$ cat src/rtl/rnn_bist_sequencer.sv
// On-chip stimulus/response sequencer for the RNN tile: drives LFSR or external
// vectors, folds each settled response into a MISR and flags pass/fail at the end.
module rnn_bist_sequencer #(
  parameter int                DATA_W     = 8,
  parameter int                NUM_VEC    = 16,
  parameter int                SETTLE     = 2,
  parameter logic [DATA_W-1:0] POLY       = 8'hB8,
  parameter logic [DATA_W-1:0] SEED       = 8'h01,
  parameter int                SIG_W      = 16,
  parameter logic [SIG_W-1:0]  SIG_POLY   = 16'h8016,
  parameter logic [SIG_W-1:0]  SIG_EXPECT = 16'h0000
) (
  input  logic              clk,
  input  logic              rst_n,
  input  logic              ena,
  input  logic              start,
  input  logic              mode,
  input  logic [DATA_W-1:0] ext_in,
  input  logic [DATA_W-1:0] dut_out,
  output logic [DATA_W-1:0] dut_in,
  output logic              busy,
  output logic              done,
  output logic              pass,
  output logic [SIG_W-1:0]  signature
);

  localparam int CNT_W = (SETTLE > 1) ? $clog2(SETTLE) : 1;
  localparam int IDX_W = (NUM_VEC > 1) ? $clog2(NUM_VEC) : 1;

  typedef enum logic [1:0] {
    S_IDLE,
    S_SETTLE,
    S_CAPTURE,
    S_DONE
  } state_t;

  state_t             state;
  state_t             state_next;
  logic [CNT_W-1:0]   settle_cnt;
  logic [IDX_W-1:0]   vec_idx;
  logic [DATA_W-1:0]  lfsr;
  logic [DATA_W-1:0]  lfsr_next;
  logic [SIG_W-1:0]   sig_next;
  logic               mode_q;
  logic               pass_q;
  logic               settle_end;
  logic               last_vec;
  logic               start_run;
  logic               do_capture;

  assign lfsr_next  = {lfsr[DATA_W-2:0], ^(lfsr & POLY)};
  assign sig_next   = {signature[SIG_W-2:0], ^(signature & SIG_POLY)} ^ SIG_W'(dut_out);
  assign settle_end = (settle_cnt == CNT_W'(SETTLE - 1));
  assign last_vec   = (vec_idx == IDX_W'(NUM_VEC - 1));
  assign pass       = pass_q;

  // ena low freezes the whole machine, which makes resumption cycle-exact.
  always_ff @(posedge clk or negedge rst_n) begin
    if (!rst_n) begin
      state <= S_IDLE;
    end else if (ena) begin
      // NOTE: sequential state always uses <= so every register samples pre-edge values.
      state <= state_next;
    end
  end

  always_comb begin
    // NOTE: a default before the case keeps every path assigned, so no latch is inferred.
    state_next = state;
    unique case (state)
      S_IDLE:    if (start) state_next = S_SETTLE;
      S_SETTLE:  if (settle_end) state_next = S_CAPTURE;
      S_CAPTURE: state_next = last_vec ? S_DONE : S_SETTLE;
      S_DONE:    if (start) state_next = S_SETTLE;
      default:   state_next = S_IDLE;
    endcase
  end

  always_comb begin
    busy       = 1'b0;
    done       = 1'b0;
    start_run  = 1'b0;
    do_capture = 1'b0;
    unique case (state)
      S_IDLE:    start_run = start;
      S_SETTLE:  busy = 1'b1;
      S_CAPTURE: begin
        busy       = 1'b1;
        do_capture = 1'b1;
      end
      S_DONE: begin
        done      = 1'b1;
        start_run = start;
      end
      default: ;
    endcase
  end

  // Datapath: stimulus generation, settle timing and response compaction.
  always_ff @(posedge clk or negedge rst_n) begin
    if (!rst_n) begin
      dut_in     <= '0;
      lfsr       <= SEED;
      vec_idx    <= '0;
      settle_cnt <= '0;
      signature  <= '0;
      pass_q     <= 1'b0;
      mode_q     <= 1'b0;
    end else if (ena) begin
      if (start_run) begin
        mode_q     <= mode;
        signature  <= '0;
        vec_idx    <= '0;
        settle_cnt <= '0;
        pass_q     <= 1'b0;
        lfsr       <= SEED;
        dut_in     <= mode ? ext_in : SEED;
      end else if (state == S_SETTLE) begin
        settle_cnt <= settle_end ? '0 : settle_cnt + 1'b1;
      end else if (do_capture) begin
        signature <= sig_next;
        lfsr      <= lfsr_next;
        vec_idx   <= vec_idx + 1'b1;
        if (!last_vec) begin
          dut_in <= mode_q ? ext_in : lfsr_next;
        end else begin
          // The final vector stays on the bus while DONE holds.
          pass_q <= (sig_next == SIG_EXPECT);
        end
      end
    end
  end

endmodule

$ cat config.mk
export PLATFORM = sky130hd
export DESIGN_NAME = rnn_bist_sequencer
export DESIGN_NICKNAME = d
export VERILOG_FILES = /design/src/rtl/rnn_bist_sequencer.sv
export SDC_FILE = /design/constraint.sdc
export NUM_CORES = 1
export LEC_CHECK = 0
export ABC_AREA = 1
export CAP_MARGIN = 20
export CORE_MARGIN = 4
export CORE_UTILIZATION = 40
export DETAILED_ROUTE_END_ITERATION = 8
export GPL_TIMING_DRIVEN = 0
export PLACE_DENSITY = 0.75
export SLEW_MARGIN = 20
export SYNTH_ARGS = -nofsm -noshare
export SYNTH_HDL_FRONTEND = slang
export SYNTH_SLANG_ARGS = --single-unit
$ cat constraint.sdc
create_clock -name clk -period 3.6 [get_ports clk]
set_input_delay 0.36 -clock clk [delete_from_list [all_inputs] [get_ports clk]]
set_output_delay 0.36 -clock clk [all_outputs]
set_load 0.02 [all_outputs]
* Word level (Yosys, flattened, before mapping)
Index checks and enable logic that the tools add are counted.
W data, S select, Z words.
** Operators by class
- Add/sub/neg operators :: 2
- Eq/ne operators :: 8
- Mux-type cells :: 30
- Bitwise logic cells :: 1
- Reduce and logical (&&, ||, !) cells :: 15
** Operator list (count)
- $mux W8 :: 9
- $mux W16 :: 3
- $logic_not A16 Y1 :: 1
- $reduce_xor A16 Y1 :: 1
- $xor A16 B8 Y16 :: 1
- $mux W4 :: 3
- $mux W1 :: 11
- $reduce_and A4 Y1 :: 2
- $reduce_xor A8 Y1 :: 1
- $mux W2 :: 3
- $pmux W2 S3 :: 1
- $reduce_and A3 Y1 :: 2
- $reduce_bool A2 Y1 :: 3
- $add A4 B1 Y4 const B :: 1
- $eq A2 B2 Y1 const B :: 2
- $eq A4 B4 Y1 const B :: 1
- $ne A2 B1 Y1 const B :: 2
- $ne A2 B2 Y1 const B :: 2
- $reduce_and A2 Y1 :: 2
- $reduce_or A2 Y1 :: 2
- $eq A2 B1 Y1 const B :: 1
- $logic_not A2 Y1 :: 1
- $add A1 B1 Y1 const B :: 1
** Storage, ports and cells
- Bits in registers :: 41
- Input port bits :: 21
- Output and inout port bits :: 27

* Longest topological paths before layout
- Word-level depth :: 7
- Gate-level depth with buffers :: 10

* Worst setup path before layout
OpenSTA, ideal clock, no wires.
- Path type :: register -> register
- Start :: register state[0]
- End :: register signature[13]
- Arrival :: 1468 ps
- Data required time :: 3474 ps
- Slack :: 2006 ps
- Stages on the path, launching flop included :: 10
- Clock period less this slack :: 1594 ps
- Cell sequence :: dfrtp_1 inv_1 ha_1 nand2_2 inv_2 nand2_4 nand2_4 nand2_4 buf_6 o22ai_2
** On the way
- Cells in the longest elaborated chain, start to end :: 5
** RTL lines
- start, declared :: RTL line 37 : state_t state;
- start signal, assigned :: RTL line 63 : state <= state_next;
- $eq A2 B2 Y1 or $logic_not A2 Y1 (tied branches) :: RTL line 84 : unique case (state)
- $reduce_or A2 Y1 (no line)
- $mux W1 :: RTL line 84
- $ne A2 B2 Y1 (no line) or $reduce_bool A2 Y1 (tied branches)
- $reduce_and A3 Y1 (no line)
- end signal, assigned :: RTL line 121 : signature <= sig_next;
- end, declared :: RTL line 24 : output logic [SIG_W-1:0] signature
Parallel ways exist; a longest one is shown, timed or not.
A chain may end at the register's enable or synchronous reset.

* Worst setup path in the final report
- Start :: register state[0]
- End :: output port busy
** On the way
- Cells in the longest elaborated chain, start to end :: 3
** RTL lines
- $eq A2 B1 Y1 or $eq A2 B2 Y1 (tied branches) :: RTL line 84
- $reduce_or A2 Y1 (no line) *
- $mux W1 * :: RTL line 84
- end, declared :: RTL line 21 : output logic busy,
Mark *: on every way between the ends. The rest lies on a longest branch, timed or not.

==> results.json <==
{
  "outcome": "finished, final reports clean",
  "start_util_pct": 42.04,
  "holdWs_ns": 0.4493,
  "dpl-instance-area_sq_um": 2751,
  "drt-initial-drc-count": 71,
  "max_freq_ghz": 0.4607,
  "row_count": 26,
  "hold_violations": 0,
  "async_flop_share_pct": 100.0,
  "yosysTopAreaCellShare_pct": 45.74,
  "htree_num_levels": 2,
  "worstMarginPinSlew_ns": 0.4919,
  "die_x_microns": 81.97,
  "wl_microns": 4736,
  "critPathKind": "flop to output port",
  "powerDensity_nw_per_um2": 866.9,
  "synthMostInstantiatedCell": "nand2_1",
  "fin_ws_ns": 1.429,
  "cts-root-buf": "clkbuf_8",
  "cts_max_path_buffers": 2,
  "relSlewSlack_pct": 67.21,
  "avgRoutedWirePerCell_microns": 12.37,
  "nNetsFinal": 338,
  "r2r_start": "state[0]",
  "cts.sinks": 41,
  "cts_setup_buffers": 0,
  "grt_pass1_wl_microns": 8280,
  "antenna_found_initial": 0,
  "grt_max_degree": 33,
  "cts_tree": "yes",
  "routed_via_density": 4.838,
  "max_cap_violations": 0,
  "gp_congestion": 0.7971,
  "synth_edf_count": 0,
  "required_ns": 3.24,
  "finClkSkew_ns": 0.01040,
  "ys_seq_area_share_pct": 46.94,
  "synth_fp_nets": 283,
  "nFillCells": 496,
  "rr_worst_depth": 6,
  "grt_pass1_vias": 1798,
  "drc_errors": 0,
  "hpwl_microns": 3473,
  "ioPinCount": 48,
  "syn_avg_cell_area_sq_um": 8.515,
  "min_period_over_period_pct": 60.30,
  "synth_top_cell_by_area": "dfrtp_1",
  "fin_area_sq_um": 2843,
  "clk_pin_slew_ns": 0.08,
  "dr.pass1.iters": 4,
  "critPathLaunchType": "flop",
  "synth_area_sq_um": 2188,
  "drtAntennaViolNets": 0,
  "min_period_ns": 2.171,
  "instances_no_fill": 383,
  "power_mw": 2.465,
  "diodes": 0,
  "cp-end-kind": "output port",
  "dp_cells": 374,
  "fin_setup_tns_ns": 0,
  "synth.distinct_cells": 28,
  "setup_viol": 0,
  "ys.flop_type": "dfrtp_1",
  "synth-seq-cells": 41,
  "vias": 1853,
  "r2r-end": "dut_in[1]",
  "power.leakage_nw": 1.314,
  "die_y_microns": 81.97,
  "synthToLayoutAreaGrowth_pct": 29.90,
  "grt_overflow": 0,
  "drive_gt1_share_pct": 11.18,
  "portBuffers": 46,
  "cts_buffers": 5,
  "dieArea_sq_um": 6718,
  "synthTopCellsByCount": "nand2_1, dfrtp_1, inv_1, nand3_1, nor2_1",
  "synthTopCellsByArea": "dfrtp_1, nand2_1, inv_1",
  "yosys_warnings": 0,
  "peakVddDrop_uv": 357.3,
  "cts_resized": 0,
  "core_area_sq_um": 5205,
  "pre_cts_ws_ns": 1.726,
  "r2r_slack_ns": 1.74,
  "cp.arrival_ns": 1.81,
  "critPathMaxFanout": 5,
  "grt_usage_pct": 15.99,
  "drv_slew": 0,
  "hold_class": "input pin to async pin",
  "rsz0062_at_grt": "no",
  "synth_cells": 257,
  "final_core_util_pct": 54.62,
  "clock_latency_ns": 0.30
}
[critical path, stage by stage (launching register included)]
cell	delay, ns
dfrtp_1	0.43
inv_1	0.06
ha_1	0.31
inv_1	0.10
clkdlybuf4s50_1	0.61
[worst max-delay path by stage]
stage                                to     start  slack, ns
final                              busy  state[0]       1.43
after floorplan           signature[13]  state[0]       2.01
after detailed placement      dut_in[1]     start       1.73
after global routing               busy  state[0]       1.28
after CTS                          busy  state[0]       1.41
after global placement    signature[10]     rst_n       1.13
[state kept, by name (all words and copies together), names as in the netlist]
name        count
settle_cnt      1
lfsr            8
signature      16
state           2
pass            1
dut_in          8
vec_idx         4
mode_q          1
[routing by layer]
layer	wire length (microns)	up-vias	global-route usage, %	share of wire [%]
li1	-	949	-	-
met1	2314	857	21.88	49
met2	2087	42	24.88	44
met3	281	5	4.276	5.9
met4	51	0	4.485	1.1
met5	0	-	0	0
[area by class of cell]
class	instances	area [sq um]	area share (%)
Buffer	8	61.31	2.157
Tap cell	70	87.58	3.081
Clock inverter	1	5.005	0.1761
Multi-Input combinational cell	166	942.2	33.14
Timing Repair Buffer	48	485.5	17.08
Clock buffer	7	76.32	2.685
Sequential cell	41	1027	36.14
Inverter	42	157.7	5.546
[repair_timing]
item,CTS,global route
hold endpoints to repair,9,0
hold buffers,1,0
endpoints found under the setup margin,0,0
[cell usage in the layout (no fill, tap or decap), types with 7 or more instances in the layout]
cell / synthesis / routed
nand3_1: 20 / 20
o211ai_1: 8 / 8
nor2_1: 19 / 19
clkdlybuf4s50_1: 0 / 45
o22ai_2: 10 / 10
a31oi_1: 7 / 7
o21ai_0: 11 / 11
nand2_1: 57 / 57
dfrtp_1: 40 / 40
inv_1: 38 / 38
[cells by family after synthesis]
kind of cell | synth area share, %
xor gates and xnor gates | 2.001
adders and majority gates | 2.859
buffers and inverters | 10.01
DFF | 46.94
AOI/OAI and AO/OA | 16.64
and+or+nand+nor | 21.56
[power breakdown]
group | switching (mW) | internal (mW)
registers | 0.146 | 0.660
logic | 0.775 | 0.592
clock network | 0.156 | 0.136
total | 1.08 | 1.39
No activity file was read; power rests on OpenSTA's default activity.
